--- config.mk ---
export PLATFORM = sky130hd
export DESIGN_NAME = bram_rr_port_arbiter
export DESIGN_NICKNAME = d
export VERILOG_FILES = /design/src/rtl/bram_rr_port_arbiter.sv
export SDC_FILE = /design/constraint.sdc
export NUM_CORES = 1
export LEC_CHECK = 0
export CORE_AREA = 2 2 75 77
export CTS_CLUSTER_DIAMETER = 200
export CTS_CLUSTER_SIZE = 40
export DETAILED_ROUTE_END_ITERATION = 8
export DIE_AREA = 0 0 77 79
export DONT_BUFFER_PORTS = 1
export HOLD_SLACK_MARGIN = 0.06
export SLEW_MARGIN = 15
export SYNTH_ARGS = -nofsm -noshare
export SYNTH_HDL_FRONTEND = slang
export SYNTH_SLANG_ARGS = --single-unit
--- constraint.sdc ---
create_clock -name clk -period 4.6 [get_ports clk]
set_clock_uncertainty 0.05 [all_clocks]
set_input_delay 0.69 -clock clk [delete_from_list [all_inputs] [get_ports clk]]
set_output_delay 0.69 -clock clk [all_outputs]
set_load 0.005 [all_outputs]
--- src/rtl/bram_rr_port_arbiter.sv ---
// bram_rr_port_arbiter
//
// Shares one read-first BRAM (read port p0, write port p1) between NUM_REQ
// requesters. Read and write requests are arbitrated independently, each
// class with its own round-robin pointer, so one read and one write can be
// issued in the same cycle. Read data comes back one cycle after the grant,
// tagged by a registered one-hot rsp_valid strobe.
//
// Ports
//   clk           clock, all logic on the rising edge
//   rst           asynchronous reset, active low
//   req_valid     per-requester request pending
//   req_wr        per-requester request type (1 = write, 0 = read)
//   req_addr      packed per-requester addresses, slice i*ADDR_WIDTH
//   req_wdata     packed per-requester write data, slice i*ELEMENT_WIDTH
//   req_ready     combinational grant, accepted when valid & ready
//   rsp_valid     one-hot read response strobe, one cycle after the grant
//   rsp_data      shared read data (pass-through of p0_rd_data)
//   p0_*          BRAM read port
//   p1_*          BRAM write port
module bram_rr_port_arbiter #(
  parameter int NUM_REQ       = 4,
  parameter int ADDR_WIDTH    = 10,
  parameter int ELEMENT_WIDTH = 16
) (
  input  logic                             clk,
  input  logic                             rst,
  input  logic [NUM_REQ-1:0]               req_valid,
  input  logic [NUM_REQ-1:0]               req_wr,
  input  logic [NUM_REQ*ADDR_WIDTH-1:0]    req_addr,
  input  logic [NUM_REQ*ELEMENT_WIDTH-1:0] req_wdata,
  output logic [NUM_REQ-1:0]               req_ready,
  output logic [NUM_REQ-1:0]               rsp_valid,
  output logic [ELEMENT_WIDTH-1:0]         rsp_data,
  output logic                             p0_addr_en,
  output logic [ADDR_WIDTH-1:0]            p0_addr_data,
  output logic                             p0_rd_en,
  input  logic [ELEMENT_WIDTH-1:0]         p0_rd_data,
  output logic                             p1_addr_en,
  output logic [ADDR_WIDTH-1:0]            p1_addr_data,
  output logic                             p1_wr_en,
  output logic [ELEMENT_WIDTH-1:0]         p1_wr_data
);

  localparam int PTR_W = $clog2(NUM_REQ);
  // Highest legal index, widened by one bit so pointer+offset sums fit.
  localparam logic [PTR_W:0] LAST_IDX = (PTR_W+1)'(NUM_REQ - 1);

  logic [NUM_REQ-1:0]       rd_req;
  logic [NUM_REQ-1:0]       wr_req;
  logic [NUM_REQ-1:0]       rd_gnt;
  logic [NUM_REQ-1:0]       wr_gnt;
  logic [NUM_REQ-1:0]       rsp_valid_reg;
  logic [PTR_W-1:0]         rd_ptr_reg;
  logic [PTR_W-1:0]         rd_ptr_next;
  logic [PTR_W-1:0]         wr_ptr_reg;
  logic [PTR_W-1:0]         wr_ptr_next;
  logic [PTR_W-1:0]         rd_idx;
  logic [PTR_W-1:0]         wr_idx;
  logic                     rd_any;
  logic                     wr_any;
  logic [ADDR_WIDTH-1:0]    addr_arr  [NUM_REQ];
  logic [ELEMENT_WIDTH-1:0] wdata_arr [NUM_REQ];

  genvar gi;
  generate
    for (gi = 0; gi < NUM_REQ; gi++) begin : g_unpack
      assign addr_arr[gi]  = req_addr[gi*ADDR_WIDTH +: ADDR_WIDTH];
      assign wdata_arr[gi] = req_wdata[gi*ELEMENT_WIDTH +: ELEMENT_WIDTH];
      assign rd_req[gi]    = req_valid[gi] & ~req_wr[gi];
      assign wr_req[gi]    = req_valid[gi] &  req_wr[gi];
    end
  endgenerate

  // Returns {found, index} of the first set request scanning from ptr
  // upward with wrap-around at NUM_REQ.
  function automatic logic [PTR_W:0] rr_pick(input logic [NUM_REQ-1:0] req,
                                             input logic [PTR_W-1:0]   ptr);
    logic [PTR_W:0]   pos;
    logic [PTR_W-1:0] idx;
    logic             found;
    found = 1'b0;
    idx   = '0;
    for (int k = 0; k < NUM_REQ; k++) begin
      pos = {1'b0, ptr} + (PTR_W+1)'(k);
      if (pos > LAST_IDX) begin
        pos = pos - (PTR_W+1)'(NUM_REQ);
      end
      if (!found && req[pos[PTR_W-1:0]]) begin
        found = 1'b1;
        idx   = pos[PTR_W-1:0];
      end
    end
    return {found, idx};
  endfunction

  // The pointer moves to the slot just past the winner.
  function automatic logic [PTR_W-1:0] next_slot(input logic [PTR_W-1:0] idx);
    return (idx == LAST_IDX[PTR_W-1:0]) ? '0 : idx + 1'b1;
  endfunction

  always_comb begin
    {rd_any, rd_idx} = rr_pick(rd_req, rd_ptr_reg);
    {wr_any, wr_idx} = rr_pick(wr_req, wr_ptr_reg);

    rd_gnt = '0;
    wr_gnt = '0;
    if (rd_any) rd_gnt[rd_idx] = 1'b1;
    if (wr_any) wr_gnt[wr_idx] = 1'b1;
    req_ready = rd_gnt | wr_gnt;

    rd_ptr_next = rd_any ? next_slot(rd_idx) : rd_ptr_reg;
    wr_ptr_next = wr_any ? next_slot(wr_idx) : wr_ptr_reg;

    p0_addr_en   = rd_any;
    p0_rd_en     = rd_any;
    p0_addr_data = rd_any ? addr_arr[rd_idx] : '0;

    p1_addr_en   = wr_any;
    p1_wr_en     = wr_any;
    p1_addr_data = wr_any ? addr_arr[wr_idx]  : '0;
    p1_wr_data   = wr_any ? wdata_arr[wr_idx] : '0;
  end

  // Reset also clears rsp_valid_reg, so a read granted just before reset
  // never produces a response.
  always_ff @(posedge clk or negedge rst) begin
    if (!rst) begin
      rd_ptr_reg    <= '0;
      wr_ptr_reg    <= '0;
      rsp_valid_reg <= '0;
    end else begin
      rd_ptr_reg    <= rd_ptr_next;
      wr_ptr_reg    <= wr_ptr_next;
      rsp_valid_reg <= rd_gnt;
    end
  end

  assign rsp_valid = rsp_valid_reg;
  assign rsp_data  = p0_rd_data;

endmodule
==> run summary, run 1 <==
layout cells sized above 1 -> 11.5%
reg2reg setup slack -> 2.37 ns
main flop type after synthesis -> dfrtp_1
DR iter-0 viols -> 81
slowest stage delay, CP -> 0.53 ns
footprint of the multi-input gates -> 1390 sq um
CP max FO -> 14
row count -> 27
hold_buf cts -> 0
most frequent cells in the layout -> 65 x mux2i_1, 30 x o22ai_1, 9 x o21ai_0, 9 x inv_1
CTS clock-pin slew for the worst setup and hold paths -> 0.04 ns
first-pass GRT wire length -> 7980 um
crit start category -> primary input
Seq cells post-synth -> 8
Psw -> 239 uW
post-synth top area cell -> mux2i_1
CTS tree -> built
Slew Limit Headroom -> 34.7%
initial antenna violation count -> 0
Ant. Diodes -> 0
fillers -> 607
commonest non-fill, non-tap cell in the layout -> mux2i_1
I/O Buffers -> 0
sequential share of the synthesized area -> 10.7%
routability cong. -> 0.756
initial cell density of the core -> 35.0%
Yosys Warn Count -> 0
maximum clock path buffer count -> 2
top cells by area, synth -> mux2i_1 35%, dfrtp_1 11%, o22ai_1 10%
pin count of the biggest net entering global routing -> 31
Core Region -> 5340 sq um
RSZ-0062 raised after global routing -> no
setup_tns -> 0 ns
internal power -> 279 uW
post-CTS sizing -> 0
clk sinks -> 8
dpl hpwl -> 4360 um
crit path DAT -> 2.31 ns
Switching Fraction -> 46.1%
DRT Pass-1 Iters -> 4
EDFF count, synth -> 0
Post-DRT Antenna Nets -> 0
Largest register FFs -> 4
Crit path required time -> 3.86 ns
Leakage Power -> 0.000736 uW
count of cell types in the netlist -> 38
Seq pwr share -> 21.0%
average via count per standard cell -> 6.22
Worst Tran Pin Value -> 0.980 ns
Comb pwr share -> 62.6%
Hold Path Class -> in2async
drt wl/cell -> 20.9 um
Synth Instances -> 220
endpoints failing hold -> 0
max frequency -> 0.328 GHz
fin. max-slew vios -> 0
Top-Level Pins -> 194
Final setup viols -> 0
WL final -> 5500 um
Total GRT Usage -> 16.4%
Setup Buffers After CTS -> 0
Root Buffer -> clkbuf_8
clk_lat worst skew -> 0.23 ns
Mean Syn Cell Area -> 8.50 sq um
Die Height -> 79 um
Syn-to-layout area delta -> -4.69%
Post-Syn Nets -> 352
FFs w/ async S/R, synth -> 100%
Total Power -> 518 uW
GRT overflow -> 0
Worst Setup Path Type -> in2out
routed via count -> 1,636
number of global-route vias before repair -> 1,513
post-synth top area share -> 34.8%
CP cell instances -> nand2b_1, o21ai_0, nand4_2, nor2b_4, a221oi_2
number of max-cap violations -> 0
Cell Area, Synth -> 1870 sq um
H-tree depth -> 1
final worst-path cycle share -> 66.3%
die area -> 6080 sq um
status -> finished, final reports clean
crit path time final -> 3.05 ns
Sequential Area -> 200 sq um
Nets -> 325
clock buffer count from CTS -> 3
Die W -> 77 um
Max VDD drop -> 0.000102 V
Pwr Density -> 291 nW/um^2
Register-to-Register Path Depth -> 6
clock group share of total power -> 16.4%
crit path max-delay cell type -> nand4_2
CP Capture Type -> output pin
DRC -> 0
-- final cells by class --
class                      instances  share of cell area, %
multi-input combinational        166                   77.8
tap                               72                   5.06
clock buffer                       3                   2.32
inverter                          11                   2.32
timing repair buffer               3                   1.26
sequential                         8                   11.2
-- final timing paths --
| kind | from | endpoint |
|---|---|---|
| setup / recovery | req_wr[3] | p0_addr_data[0] |
| hold / removal | rst | wr_ptr_reg[1] |
| setup reg to reg | rd_ptr_reg[0] | rd_ptr_reg[1] |
| hold reg to reg | wr_ptr_reg[0] | wr_ptr_reg[0] |
| max in group asynchronous | rst | rd_ptr_reg[1] |
| min in group clk | wr_ptr_reg[0] | wr_ptr_reg[0] |
-- synthesized netlist by cell type (2+ instances only) --
master / n
o21ai_1: 2
nand2_1: 8
mux2i_1: 65
a21o_1: 2
nand3b_1: 3
o22ai_1: 30
nand3_1: 3
inv_2: 2
o21ai_0: 9
nand4_1: 3
dfrtp_1: 8
nor2_1: 7
ha_1: 2
buf_4: 21
inv_1: 9
nand2b_1: 3
buf_2: 4
a221oi_2: 8
clkbuf_1: 4
and2_1: 2
a21oi_1: 3
buf_6: 6
-- power groups by stage --
stage / clock [uW] / sequential [uW] / combinational [uW]
after detailed placement: 0 / 109 / 326
after floorplan: 0 / 92.1 / 318
final: 84.7 / 109 / 324
after global placement: 0 / 108 / 322
after CTS: 86.8 / 108 / 327
after global routing: 91.1 / 112 / 356
-- logic make-up (layout without fill, tap and decap cells) --
group / after synthesis / count (layout) / share of synthesized area (%)
adders and majority gates: 2 / 2 / 1.34
buffers and inverters: 46 / 17 / 16.1
muxes: 66 / 66 / 35.4
AOI/OAI and AO/OA: 60 / 60 / 24.0
and+or+nand+nor: 38 / 38 / 12.5
DFF: 8 / 8 / 10.7
-- stage by stage --
step / area (sq um) / setup WS [ns] / util, % / hold WS, ns / cells
2_1_floorplan: 1870 / 1.77 / - / 0.344 / 220
3_3_place_gp: 1730 / 1.32 / 32.5 / 0.345 / 260
3_5_place_dp: 1730 / 1.28 / 32.5 / 0.345 / 260
4_1_cts: 1770 / 1.28 / 33.2 / 0.0996 / 263
5_1_grt: 1780 / 1.34 / 33.4 / 0.0945 / 263
6_report: 1780 / 1.55 / 33.4 / 0.105 / 263
-- per-layer routing --
metal | track usage [%] | vias to the layer above | wire length [um]
li1 | - | 764 | -
met1 | 19.9 | 779 | 2160
met2 | 30.4 | 88 | 2920
met3 | 2.50 | 5 | 386
met4 | 4.11 | 0 | 31
met5 | 0 | - | 0
-- critical path, delay by kind of cell --
kind | cells | cell delay (ns)
compound gates | 2 | 0.39
simple gates | 3 | 1.21
Note: power is estimated with default switching activity, not from simulation.
==> inputs of run 2 (changes only) <==
Clock period 4.6 ns to 2.7 ns, I/O delays scaled along.
==> run 2 against run 1 <==
Against the previous run: final cell count increased by 2.3%; global-route usage grew 0.56 points; non-clock buffer count is 6 higher; cell area up 3.0%; critical path type is now reg2out; critical endpoint is now req_ready[2]; largest cell class unchanged.
==> run summary, run 2 (same netlist as run 1, synthesis figures left out) <==
number of global-route vias before repair -> 1,573 (+4.0%)
most frequent cells in the layout -> 65 x mux2i_1, 30 x o22ai_1, 9 x o21ai_0, 9 x inv_1
Nets -> 331 (+1.8%)
fin. max-slew vios -> 0 (unchanged)
CTS tree -> built
crit path DAT -> 2.10 ns (-0.21 ns)
Die W -> 77 um (unchanged)
Max VDD drop -> 0.000174 V (+70%)
average via count per standard cell -> 6.13 (-1.5%)
Hold Path Class -> in2async
pin count of the biggest net entering global routing -> 57 (+84%)
GRT overflow -> 0 (unchanged)
first-pass GRT wire length -> 8360 um (+4.8%)
Worst Tran Pin Value -> 0.527 ns (-0.453 ns)
Root Buffer -> clkbuf_8
fillers -> 609 (+0.33%)
Final setup viols -> 0 (unchanged)
CP Capture Type -> output pin
final worst-path cycle share -> 94.7%
number of max-cap violations -> 0 (unchanged)
drt wl/cell -> 20.7 um (-1.0%)
dpl hpwl -> 4520 um (+3.6%)
CP max FO -> 56 (+42)
endpoints failing hold -> 0 (unchanged)
Post-DRT Antenna Nets -> 0 (unchanged)
Total Power -> 904 uW (+75%)
Leakage Power -> 0.000767 uW (+4.3%)
Pwr Density -> 493 nW/um^2 (+69%)
Post-Place Worst Slack -> 0.294 ns (-0.986 ns)
crit start category -> flip-flop
Top-Level Pins -> 194 (unchanged)
Total GRT Usage -> 17.0% (+0.56 points)
DR iter-0 viols -> 64 (-21%)
DRC -> 0 (unchanged)
CTS clock-pin slew for the worst setup and hold paths -> 0.04 ns (about the same)
commonest non-fill, non-tap cell in the layout -> mux2i_1
initial antenna violation count -> 0 (unchanged)
routed via count -> 1,648 (+0.73%)
clk_lat worst skew -> 0.23 ns (about the same)
final setup margin -> 0.144 ns (-1.40 ns)
Ant. Diodes -> 0 (unchanged)
worst hold slack -> 0.471 ns (+0.366 ns)
Largest register FFs -> 4 (unchanged)
DRT Pass-1 Iters -> 4 (unchanged)
initial cell density of the core -> 35.0% (unchanged)
Die Height -> 79 um (unchanged)
crit path time final -> 2.56 ns
Final Core Density -> 34.4% (+1.0 points)
layout cells sized above 1 -> 14.2% (+2.7 points)
clk sinks -> 8 (unchanged)
die area -> 6080 sq um (unchanged)
Core Region -> 5340 sq um (unchanged)
I/O Buffers -> 0 (unchanged)
max frequency -> 0.391 GHz
Slew Limit Headroom -> 64.9% (+30 points)
Crit path required time -> 2.25 ns (-1.61 ns)
H-tree depth -> 1 (unchanged)
setup_tns -> 0 ns (unchanged)
RSZ-0062 raised after global routing -> no
maximum clock path buffer count -> 2 (unchanged)
Worst Setup Path Type -> reg2out
row count -> 27 (unchanged)
clock buffer count from CTS -> 3 (unchanged)
status -> finished, final reports clean
routability cong. -> 0.786 (+3.9%)
WL final -> 5570 um (+1.3%)
Syn-to-layout area delta -> -1.81%
-- run 2: cell types whose count changed in the layout (fill, tap and decap cells not counted), sizes merged --
cell / before / now
dlygate4sd3: 0 / 1
buf: 3 / 8
-- run 2: per-layer routing --
metal	vias to the layer above	wire (um)	GRT usage, %
met5	-	0	0
met2	89	2930	31.1
met4	0	12	2.50
met3	4	377	2.50
li1	777	-	-
met1	778	2250	21.6
-- run 2: cell type report --
type	instances	area (sq um)	share of cell area [%]
well taps	72	90.1	4.91
flip-flops and latches	8	200	10.9
inverters	11	41.3	2.25
multi-input cells	166	1380	75.2
repair buffers	9	82.6	4.50
clock buffers	3	41.3	2.25
-- run 2: power by group --
part           internal (uW)  switching (uW)
logic                    255             321
clock network           96.6            47.2
registers                145            39.7
-- run 2: path summary, 6_finish.rpt --
kind | slack, ns | depth (start not counted) | endpoint | from
min in group clk | 0.53 | 2 | wr_ptr_reg[0] | wr_ptr_reg[0]
worst max-delay path | 0.14 | 7 | req_ready[2] | wr_ptr_reg[1]
worst max register to register | 0.65 | 7 | wr_ptr_reg[1] | wr_ptr_reg[1]
max in group asynchronous | 1.87 | 1 | rsp_valid[1] | rst
worst min register to register | 0.53 | 2 | wr_ptr_reg[0] | wr_ptr_reg[0]
worst min-delay path | 0.47 | 1 | wr_ptr_reg[0] | rst
-- run 2: what timing repair did --
action	CTS	global route
resized for setup	0	1
hold endpoints to repair	8	0
hold buffers	1	0
endpoints found under the setup margin	0	9
setup buffers	0	0
-- run 2: per-stage QoR --
stage               instances  instance area, sq um
CTS                       269                  1830
floorplan                 220                  1870
global placement          265                  1780
detailed placement        265                  1780
global route              269                  1840
finish                    269                  1840
-- run 2: worst max-delay path: stages (launching register included) --
cell      delay, ns
dfrtp_1        0.51
nand3b_1       0.18
nand2_1        0.10
a221oi_4       0.27
buf_12         0.36
inv_2          0.07
ha_1           0.21
a21o_1         0.17
==> inputs of run 3 (changes only) <==
Settings changed: CTS_CLUSTER_SIZE 40 to unset.
==> results of run 3 <==
No change in the layout: final DEF, timing and power equal those of run 2.
==> patch, RTL diff (settings of run 2) <==
`ELEMENT_WIDTH`: 16 -> 12.
--- a/src/rtl/bram_rr_port_arbiter.sv
+++ b/src/rtl/bram_rr_port_arbiter.sv
@@ -21,7 +21,7 @@
 module bram_rr_port_arbiter #(
   parameter int NUM_REQ       = 4,
   parameter int ADDR_WIDTH    = 10,
-  parameter int ELEMENT_WIDTH = 16
+  parameter int ELEMENT_WIDTH = 12
 ) (
   input  logic                             clk,
   input  logic                             rst,
Interface: changed (resized p0_rd_data, p1_wr_data, req_wdata and rsp_data); port bits go from 194 to 166. The function was not compared with the original's and may differ.
==> patch against run 2 <==
Sequential cell count unchanged. Maximum frequency up 1.5%. Design area down 7.0%. Synthesized area down 8.4%. Synthesized cell count down 8.6%. Highest routed layer unchanged. Critical path depth down 1. Wire length down 11%. Combinational power down 9.4%. Worst setup slack better by 0.038 ns. Total power down 7.1%.
==> patch: results (changes against run 2) <==
| Metric | Value |
|---|---|
| First drt pass iteration count | 4 (unchanged) |
| Number of antenna violations at the first check in global routing | 0 (unchanged) |
| Largest register FFs | 4 (unchanged) |
| Clock latency at the later pin of the worst-skew pair | 0.22 ns |
| Number of levels in the clock H-tree | 1 (unchanged) |
| Xor/xnor cell area share of the yosys netlist | 0 (unchanged) |
| RePlAce Congestion | 0.773 (was 0.786) |
| Vias in the first global route | 1451 (was 1573) |
| DRC marker count from the first detailed-route iteration | 55 (was 64) |
| Distinct cell type count of the synthesized netlist | 39 (was 38) |
| Capture point of the worst reg-to-reg path | wr_ptr_reg[1] (unchanged) |
| Largest net degree at the start of global routing | 34 (was 57) |
| Post-detailed-route via-to-cell ratio | 6.08 (was 6.13) |
| Setup slack of the most critical reg-to-reg path | 0.68 ns (was 0.65 ns) |
| Worst setup path endpoint | p1_addr_data[8] (was req_ready[2]) |
| Root buffer cell | clkbuf_8 (unchanged) |
| Fmax | 397 MHz (was 391 MHz) |
| VDD IR-drop max | 203 uV (was 174 uV) |
| Critical path arrival | 2.06 ns (was 2.10 ns) |
| Diodes inserted | 0 (unchanged) |
| DP HPWL | 4.00 mm (was 4.52 mm) |
| Clock slew at reported path FFs | 0.04 ns (about the same) |
| NumNets Final | 296 (was 331) |
| Fraction of layout instances using a drive strength above 1 | 0.137 (was 0.142) |
| Proportion of synthesized chip area in sequential cells | 0.117 (was 0.107) |
| Run status | complete, no violations (unchanged) |
| Global router's overall resource usage | 0.144 (was 0.170) |
| Class of the tightest hold or removal check | in -> async (unchanged) |
| Worst slew margin | 0.398 (was 0.649) |
| Highest net fanout along the worst path | 15 (was 56) |
| Cell types with the largest area share after synthesis | mux2i_1, dfrtp_1, o22ai_1 (unchanged) |
| Post-Syn Nets | 313 (was 352) |
| Most frequent cells after synthesis | mux2i_1, o22ai_1, buf_4 (unchanged) |
| Worst slack at placement | 0.312 ns (was 0.294 ns) |
| Drt total wl | 4.94 mm (was 5.57 mm) |
| Asr flop ratio synth | 1.00 (unchanged) |
| Count of input and output buffers | 0 (unchanged) |
| Total CTS buffers | 3 (unchanged) |
| Adder and majority gate portion of the synthesized area | 0.0146 (was 0.0134) |
| Leakage power summed over all cells | 0.000711 uW (was 0.000767 uW) |
| Global-route wire length before repair | 7.09 mm (was 8.36 mm) |
| Worst-case clock buffer depth | 2 (unchanged) |
| Multiplexer share of the synthesized area | 0.346 (was 0.354) |
| Origin of the worst setup path | wr_ptr_reg[1] (unchanged) |
| Synthesis Warnings | 0 (unchanged) |
| Most used flip-flop cell after synthesis | dfrtp_1 (unchanged) |
| R2R depth | 7 (unchanged) |
| Total internal power | 470 uW (was 496 uW) |
| Share of the synthesized area in compound gates (AO/OA/AOI/OAI) | 0.242 (was 0.240) |
==> patch: power by group through the flow <==
stage	Sequential, uW	Clock (uW)	Combinational [uW]
final	183	136	522
after global routing	189	146	568
after global placement	184	0	516
after CTS	183	141	527
after detailed placement	185	0	521
after floorplan	157	0	492
==> patch: worst min path at each step <==
stage,end,from,cells past startpoint
after detailed placement,rsp_valid[2],rst,0
after global placement,rsp_valid[2],rst,0
final,rd_ptr_reg[0],rst,1
after floorplan,rd_ptr_reg[0],rst,0
after global routing,rd_ptr_reg[0],rst,1
after CTS,rd_ptr_reg[0],rst,1
==> patch: repair_timing <==
| action | 4_1_cts | 5_1_grt |
|---|---|---|
| hold endpoints to repair | 8 | 0 |
| resized for setup | 0 | 1 |
| buffers inserted | 0 | 0 |
| hold buffers | 1 | 0 |
| endpoints found under the setup margin | 0 | 4 |
==> patch: critical path, stage by stage (launching register included) <==
cell and delay [ns]:
dfrtp_1 0.51, nand3b_1 0.18, nand2_1 0.09, a221oi_4 0.29, buf_4 0.33, mux2i_1 0.29, o22ai_1 0.15
==> patch: area by class of cell <==
type                       count  area (um2)
timing repair buffer           7        67.6
multi-input combinational    154        1270
inverter                      10        37.5
fill                         595        3630
clock buffer                   3        41.3
sequential                     8         200
tap                           72        90.1
==> patch: kinds of logic (layout without fill, tap and decap cells) <==
kind of cell,after synthesis,count (layout)
adder cells (fa/ha/maj),2,2
AND/OR/NAND/NOR,38,38
AO/OA/AOI/OAI,55,55
buffers and inverters,39,20
multiplexers,59,59
flip-flops,8,8
==> patch: per-stage QoR <==
stage	instance area (um2)	utilization	cells	hold WS, ns
6_report	1710	0.320	254	0.483
5_1_grt	1710	0.320	254	0.501
4_1_cts	1710	0.320	254	0.491
3_5_place_dp	1660	0.310	250	0.0596
3_3_place_gp	1660	0.310	250	0.0596
2_1_floorplan	1710	-	201	0.0594
==> patch: per-layer routing <==
layer,part of all wire,GRT usage
met1,0.38,0.158
met2,0.53,0.282
met3,0.078,0.0352
met4,0.0097,0.0268
met5,0,0
